$ cat config.mk
export PLATFORM = sky130hd
export DESIGN_NAME = ysyx_23060124_exu_seq
export DESIGN_NICKNAME = d
export VERILOG_FILES = /design/src/rtl/ysyx_23060124_exu_seq.sv
export SDC_FILE = /design/constraint.sdc
export NUM_CORES = 1
export LEC_CHECK = 0
export CORE_AREA = 5 5 46 48
export CTS_CLUSTER_DIAMETER = 60
export DETAILED_ROUTE_END_ITERATION = 12
export DIE_AREA = 0 0 51 53
export HOLD_SLACK_MARGIN = 0.03
export PLACE_DENSITY_LB_ADDON = 0.12
export SLEW_MARGIN = 15
export SYNTH_ARGS = -nofsm -noshare
export SYNTH_HDL_FRONTEND = slang
export SYNTH_SLANG_ARGS = --single-unit
$ cat constraint.sdc
create_clock -name clk -period 1.4 [get_ports clk]
set_input_delay 0.42 -clock clk [delete_from_list [all_inputs] [get_ports clk]]
set_output_delay 0.42 -clock clk [all_outputs]
set_load 0.05 [all_outputs]
$ cat src/rtl/ysyx_23060124_exu_seq.sv
// EXU sequencer: IDU accept -> operand latch -> ALU eval -> optional LSU handshake -> hold result to WBU.
// ALU op t->t+2, mem op waits on gnt/rvalid; WB holds o_valid until i_wb_ready. Perf counters under YSYX_23060124_EXU_PERF_EN.
module ysyx_23060124_exu_seq #(
    parameter int unsigned MEM_TIMEOUT = 16,
    parameter int unsigned CNT_W       = 32
) (
    input  logic clk,
    input  logic i_rst,
    input  logic i_valid,
    output logic o_ready,
    input  logic i_is_load,
    input  logic i_is_store,
    output logic o_opr_latch,
    output logic o_mem_req,
    input  logic i_mem_gnt,
    input  logic i_mem_rvalid,
    output logic o_valid,
    input  logic i_wb_ready,
    output logic o_mem_err
`ifdef YSYX_23060124_EXU_PERF_EN
    ,
    output logic [CNT_W-1:0] o_perf_inst,
    output logic [CNT_W-1:0] o_perf_stall
`endif
);
    localparam int unsigned TW = (MEM_TIMEOUT < 2) ? 1 : $clog2(MEM_TIMEOUT + 1);

    typedef enum logic [2:0] {S_IDLE, S_EXEC, S_MREQ, S_MWAIT, S_WB} state_t;

    state_t        state_q, state_d;
    logic          is_mem_q, is_mem_d;
    logic [TW-1:0] timer_q, timer_d;
    logic          err_q, err_d;
    logic          accept;
    logic          wb_hs;

    always_comb begin
        wb_hs       = (state_q == S_WB) && i_wb_ready;
        o_ready     = (state_q == S_IDLE) || wb_hs;
        accept      = i_valid && o_ready;
        o_opr_latch = accept;
        o_mem_req   = (state_q == S_MREQ);
        o_valid     = (state_q == S_WB);
        o_mem_err   = err_q;
    end

    always_comb begin
        state_d  = state_q;
        is_mem_d = is_mem_q;
        timer_d  = timer_q;
        err_d    = err_q;
        if (accept) begin
            is_mem_d = i_is_load | i_is_store;
        end
        case (state_q)
            S_IDLE: begin
                if (accept) state_d = S_EXEC;
            end
            S_EXEC: begin
                state_d = is_mem_q ? S_MREQ : S_WB;
            end
            S_MREQ: begin
                if (i_mem_gnt) begin
                    if (i_mem_rvalid) begin
                        state_d = S_WB;
                    end else begin
                        state_d = S_MWAIT;
                        timer_d = TW'(1);
                    end
                end
            end
            S_MWAIT: begin
                // Timer holds the index of the current MWAIT cycle, starting at 1.
                if (i_mem_rvalid) begin
                    state_d = S_WB;
                end else if ((MEM_TIMEOUT != 0) && (timer_q == TW'(MEM_TIMEOUT))) begin
                    err_d   = 1'b1;
                    state_d = S_WB;
                end else begin
                    timer_d = timer_q + TW'(1);
                end
            end
            S_WB: begin
                if (wb_hs) state_d = accept ? S_EXEC : S_IDLE;
            end
            default: state_d = S_IDLE;
        endcase
    end

    always_ff @(posedge clk or posedge i_rst) begin
        if (i_rst) begin
            state_q  <= S_IDLE;
            is_mem_q <= 1'b0;
            timer_q  <= '0;
            err_q    <= 1'b0;
        end else begin
            state_q  <= state_d;
            is_mem_q <= is_mem_d;
            timer_q  <= timer_d;
            err_q    <= err_d;
        end
    end

`ifdef YSYX_23060124_EXU_PERF_EN
    logic [CNT_W-1:0] inst_q, inst_d;
    logic [CNT_W-1:0] stall_q, stall_d;

    always_comb begin
        inst_d  = inst_q;
        stall_d = stall_q;
        if (wb_hs) inst_d = inst_q + CNT_W'(1);
        if ((state_q == S_MREQ) || (state_q == S_MWAIT)) stall_d = stall_q + CNT_W'(1);
    end

    always_ff @(posedge clk or posedge i_rst) begin
        if (i_rst) begin
            inst_q  <= '0;
            stall_q <= '0;
        end else begin
            inst_q  <= inst_d;
            stall_q <= stall_d;
        end
    end

    assign o_perf_inst  = inst_q;
    assign o_perf_stall = stall_q;
`endif
endmodule

# After elaboration in Yosys (flattened, before gate mapping)
# Index checks and enable logic that the tools add are counted.
[classes]
addsub = 1
multipliers = 0
n_div = 0
n_lt_le_gt_ge = 0
eq_ne = 12
shift = 0
n_mux = 14
bitwise_logic = 2
reduce_logical = 8
[ops]
columns = ["op", "count"]
rows = [
  ["3-bit two-way mux", 7],
  ["5-bit two-way mux", 4],
  ["3-bit case mux with 5 select lines", 1],
  ["5-bit case mux with 2 select lines", 1],
  ["2-bit inequality test (second input constant)", 4],
  ["3-bit by 2-bit == test with 1-bit output (second input constant)", 2],
  ["5-bit by 1-bit adder with 5-bit output (second input constant)", 1],
  ["5-bit == test (second input constant)", 1],
  ["5-bit AND reduction", 1],
  ["2-bit by 1-bit inequality test with 1-bit output (second input constant)", 2],
  ["4-bit AND reduction", 1],
  ["3-bit by 1-bit == test with 1-bit output (second input constant)", 1],
  ["3-bit == test (second input constant)", 1],
  ["3-bit logical NOT", 1],
  ["3-bit inequality test (second input constant)", 1],
  ["3-bit AND reduction", 1],
  ["1-bit logical AND", 2],
  ["2-bit nonzero test", 1],
  ["1-bit logical OR", 1],
  ["1-bit two-way mux", 1],
  ["1-bit NOT", 1],
  ["1-bit bitwise OR", 1],
]
[totals]
reg_bits = 10
latch_bits = 0
mem_bits_rw = 0
mem_bits_ro = 0
in_bits = 8
output_inout_bits = 5
memories = 0

# Longest topological paths before layout
[logic_depth]
depth_word = 7
mapped_depth = 6
depth_no_buf = 5

# Worst setup path before layout
# No wires, ideal clock.
[synth_timing]
path_kind = "flip-flop to output port"
startpoint = "register state_q[0]"
endpoint = "output o_mem_req"
arrival_time_ps = 1728
required_time_ps = 980
path_slack_ps = -748
path_stages_with_launch = 3
path_cell_list = "dfrtp_1 -> buf_2 -> nor3b_1"
[synth_between]
elab_chain_cells = 1
[synth_rtl]
columns = ["element", "line_no", "rtl"]
rows = [
  ["from (decl)", "30", "state_t state_q, state_d;"],
  ["from (signal assigned)", "97", "state_q <= state_d;"],
  ["3-bit by 2-bit == test with 1-bit output", "42", "o_mem_req = (state_q == S_MREQ);"],
  ["to (decl)", "14", "output logic o_mem_req,"],
]
# Every way passes these cells.

# Worst setup path in the final report
[layout_timing]
startpoint = "register state_q[0]"
endpoint = "output o_opr_latch"
[layout_between]
elab_chain_cells = 4
word_cells_on_any_way = 5
cone_classes = "1 x eq/ne; 4 x reduce/logical"
[layout_rtl]
columns = ["element", "line_no", "rtl"]
rows = [
  ["3-bit == test", "38", "wb_hs = (state_q == S_WB) && i_wb_ready;"],
  ["1-bit logical AND", "38", ""],
  ["1-bit logical OR (*)", "39", "o_ready = (state_q == S_IDLE) || wb_hs;"],
  ["1-bit logical AND (*)", "40", "accept = i_valid && o_ready;"],
  ["to (decl)", "13", "output logic o_opr_latch,"],
]
# Mark *: on every way between the ends. The rest lies on a longest branch, timed or not.

==> metrics.sh <==
OUTCOME='complete, but fails checks'
VIOLATIONS_IN_THE_FINAL_REPORTS='negative setup slack'
HOLD-WORST-SLACK_NS=0.428
CPMAXSTAGEDELAYCELL='dfrtp_1'
GRT_USE_TOTAL_PCT=16.1
CRIT_PATH_START_KIND='flop'
SYNTH_LARGEST_AREA_CELL='dfrtp_1'
ANTENNA_CELL_COUNT=0
GRT_START_MAX_NET_PINS=12
FINAL_CORE_UTILIZATION_PCT=67.6
WORST_CLOCK_SKEW_NS=0.00414
FINAL_NETS=109
YOSYS.AREA.TOP_TYPE_SHARE_PCT=36.4
GRT_FIRST_PASS_WIRELENGTH_UM=3090
CP_DATA_REQUIRED_TIME_NS=0.98
DRT.ANTENNA.VIOLATING_NETS=0
VIAS_PER_CELL=5.69
DRC=0
NETLIST_TOP_CELLS_AREA='dfrtp_1, nor4b_2, a211o_1'
COUNT_OF_TRITONROUTE_ITERATIONS_IN_THE_FIRST_ROUTING_PASS=4
FINAL_INSTANCE_COUNT_EXCL_FILLERS=114
CORE.ROWCOUNT=15
SYNTH_FP_NETS=76
POST_ROUTE_CELLS_DRIVE_ABOVE_1_SHARE_PCT=51.5
WORSTHOLDPATHTYPE='in2async'
WORST_SETUP_SLACK_AFTER_LAYOUT_NS=-0.241
CRIT_PATH_MAX_FANOUT=4
CRIT_PATH_CELLS='nor2_4, and3_4, buf_12'
ROUTE.VIAS.TOTAL=649
RSZ_0062_RAISED_AFTER_GLOBAL_ROUTING='yes'
FILLCELLCOUNT=137
SYNTH-MAIN-FF-CELL='dfrtp_1'
POWER_DENSITY_nW_PER_UM2=2030
CLK_PIN_SLEW_NS=0.07
PLACED_CELLS=105
CLK_ROOT_BUFFER_CELL='clkbuf_4'
DELAY_OF_THE_SLOWEST_CELL_ON_THE_WORST_PATH_NS=0.43
MAXCAP_VIOL_COUNT=0
FP.DIEW_UM=51
GPL.FINAL_WEIGHTED_CONGESTION=0.793
CRITICAL_PATH_CLASS='reg2out'
CTS-HOLD-FIX-BUFFERS=0
TRITONCTS='built'
SYNTHTOPCELLSBYCOUNT='dfrtp_1, inv_1'
ARRIVAL_TIME_REPORTED_FOR_THE_CRITICAL_PATH_ENDPOINT_NS=1.22
DIEAREA_UM2=2700
LAYOUT_WORST_PATH_CYCLE_SHARE_PCT=117
CLOCK_TREE.HTREE_LEVEL_COUNT=1
ANTENNA_FOUND_INITIAL=0
FIN_CRIT_NS=1.64
MAX_FREQ_MHz=609
SYN2LAYOUT_AREA_GROWTH_PCT=64.3
SYNTH_SEQUENTIAL_AREA_RATIO_PCT=36.4
FP.DIEH_UM=53
HOLD_VIOL_FINAL=0
WORSTSKEWPAIRLATENCY_NS=0.28
PLACE_HPWL_UM=1230
DP_SLACK_NS=-0.412
TRITONCTS.NUM_BUFFERS=3
SYN_AVG_CELL_AREA_UM2=10.4
CLOCKBUFFERDEPTH=2
MAPPEDNETLISTAREA_UM2=687
NUMBER_OF_STANDARD_CELLS_AFTER_SYNTHESIS=66
POSTSYNTHREGISTERBITS=10
NUMPORTBUFFERS=12
YS.WARNINGS.COUNT=0
LEAKAGEPOWER_nW=0.484
WL_PER_CELL_UM=16.9
FLOORPLAN.INITIALDENSITY_PCT=41.1
PLACEMENT.CELL_AREA_UM2=973
GRT_PASS1_VIAS=707
GRT_REMAINING_OVERFLOW=0
SETUP.WORST_PATH.END_CLASS='output pin'
POST_SYNTH_NUM_CELL_TYPES=33
FINISH.INSTANCE_AREA_UM2=1130
SYNTH-EDFF-COUNT=0
TIGHTEST_SLEW_NS=0.418
VDD.IR_DROP.WORST_V=0.00109
ROUTED_WL_UM=1930
DRT_ITER0_DRC=6
REPORT.FINAL.SETUP_VIOL=8
ASYNC_FLOP_SHARE_PCT=100
IO_COUNT=13
MOST_REPEATED_CELL_IN_THE_GATE_LEVEL_NETLIST_AFTER_SYNTHESIS='dfrtp_1'
TIMING.MAX_SLEW.REL_SLACK_PCT=72.1
CLOCK_SINKS=10
FLOORPLAN_CORE_AREA_UM2=1670
TIMING_MAX_TRANSITION_VIOLATIONS_FINAL=0
[sequential cells by signal, summed over array words and instances, names as in the netlist]
signal     count
o_mem_err      1
state_q        3
is_mem_q       1
timer_q        5
[cell usage in the layout (no fill, tap or decap), types with 2 or more instances in the layout]
cell and instances:
buf_4 17, dfrtp_1 8, buf_12 5, clkdlybuf4s50_1 4, a211o_1 3, inv_1 3, clkbuf_4 3, dlygate4sd2_1 3
nor3b_4 2, nand3_1 2, nor3_1 2, and3_1 2, and3_4 2, nor2_1 2, nand2_1 2, and3b_1 2
a21oi_1 2, o22ai_1 2, a31oi_1 2, ha_1 2, buf_6 2, dfrtp_2 2
[layer usage]
layer | vias to the layer above | part of all wire (%) | GRT usage (%)
met3 | 7 | 4.8 | 3.94
li1 | 313 | - | -
met4 | 0 | 3.8 | 13.0
met2 | 16 | 50 | 24.7
met5 | - | 0 | 0
met1 | 313 | 42 | 19.1
[per-stage QoR]
stage / TNS [ns] / total power [mW]
final: -1.04 / 2.29
after global routing: -1.48 / 2.44
after CTS: -1.37 / 2.14
after detailed placement: -3.45 / 1.77
after global placement: -3.29 / 1.75
after floorplan: -0.178 / 1.27
[timing repair]
item / CTS / global route
setup buffers: 4 / 2
pin swaps: 1 / 5
endpoints found under the setup margin: 10 / 11
gates resized for setup: 12 / 10
[critical path: cells and delay by family (launching register included)]
kind          cells  cell delay (ns)
simple gates      2             0.39
buf+inv           1             0.13
flops             1             0.43
[cell type report]
class	instances	area, um2	share of cell area (%)
Inverter	5	22.5	2.00
Clock buffer	3	22.5	2.00
Tap cell	17	21.3	1.88
Timing Repair Buffer	32	332	29.4
Sequential cell	10	253	22.4
Multi-Input combinational cell	47	478	42.4
[kinds of logic after synthesis]
kind of cell | count (synthesis) | synth area share [%]
simple gates | 26 | 29.3
compound gates | 17 | 20.0
flops | 10 | 36.4
buf+inv | 9 | 7.47
mux | 2 | 3.10
fa+ha+maj | 2 | 3.64
[final timing paths]
| path | startpoint | end | slack, ns | cells past startpoint |
|---|---|---|---|---|
| min in group clk | o_mem_err | o_mem_err | 0.55 | 1 |
| min | i_rst | state_q[0] | 0.43 | 2 |
| max in group asynchronous | i_rst | state_q[2] | 0.66 | 2 |
| max reg2reg | state_q[1] | timer_q[4] | -0.04 | 5 |
| max | state_q[0] | o_opr_latch | -0.24 | 3 |
| min reg2reg | o_mem_err | o_mem_err | 0.55 | 1 |
[report_power, final]
part	switching [mW]	internal, mW	total, mW	leakage (nW)
Clock	0.111	0.0998	0.211	0.0138
Combinational	0.711	0.850	1.56	0.354
Sequential	0.116	0.405	0.520	0.116
(Power assumes the default switching activity.)
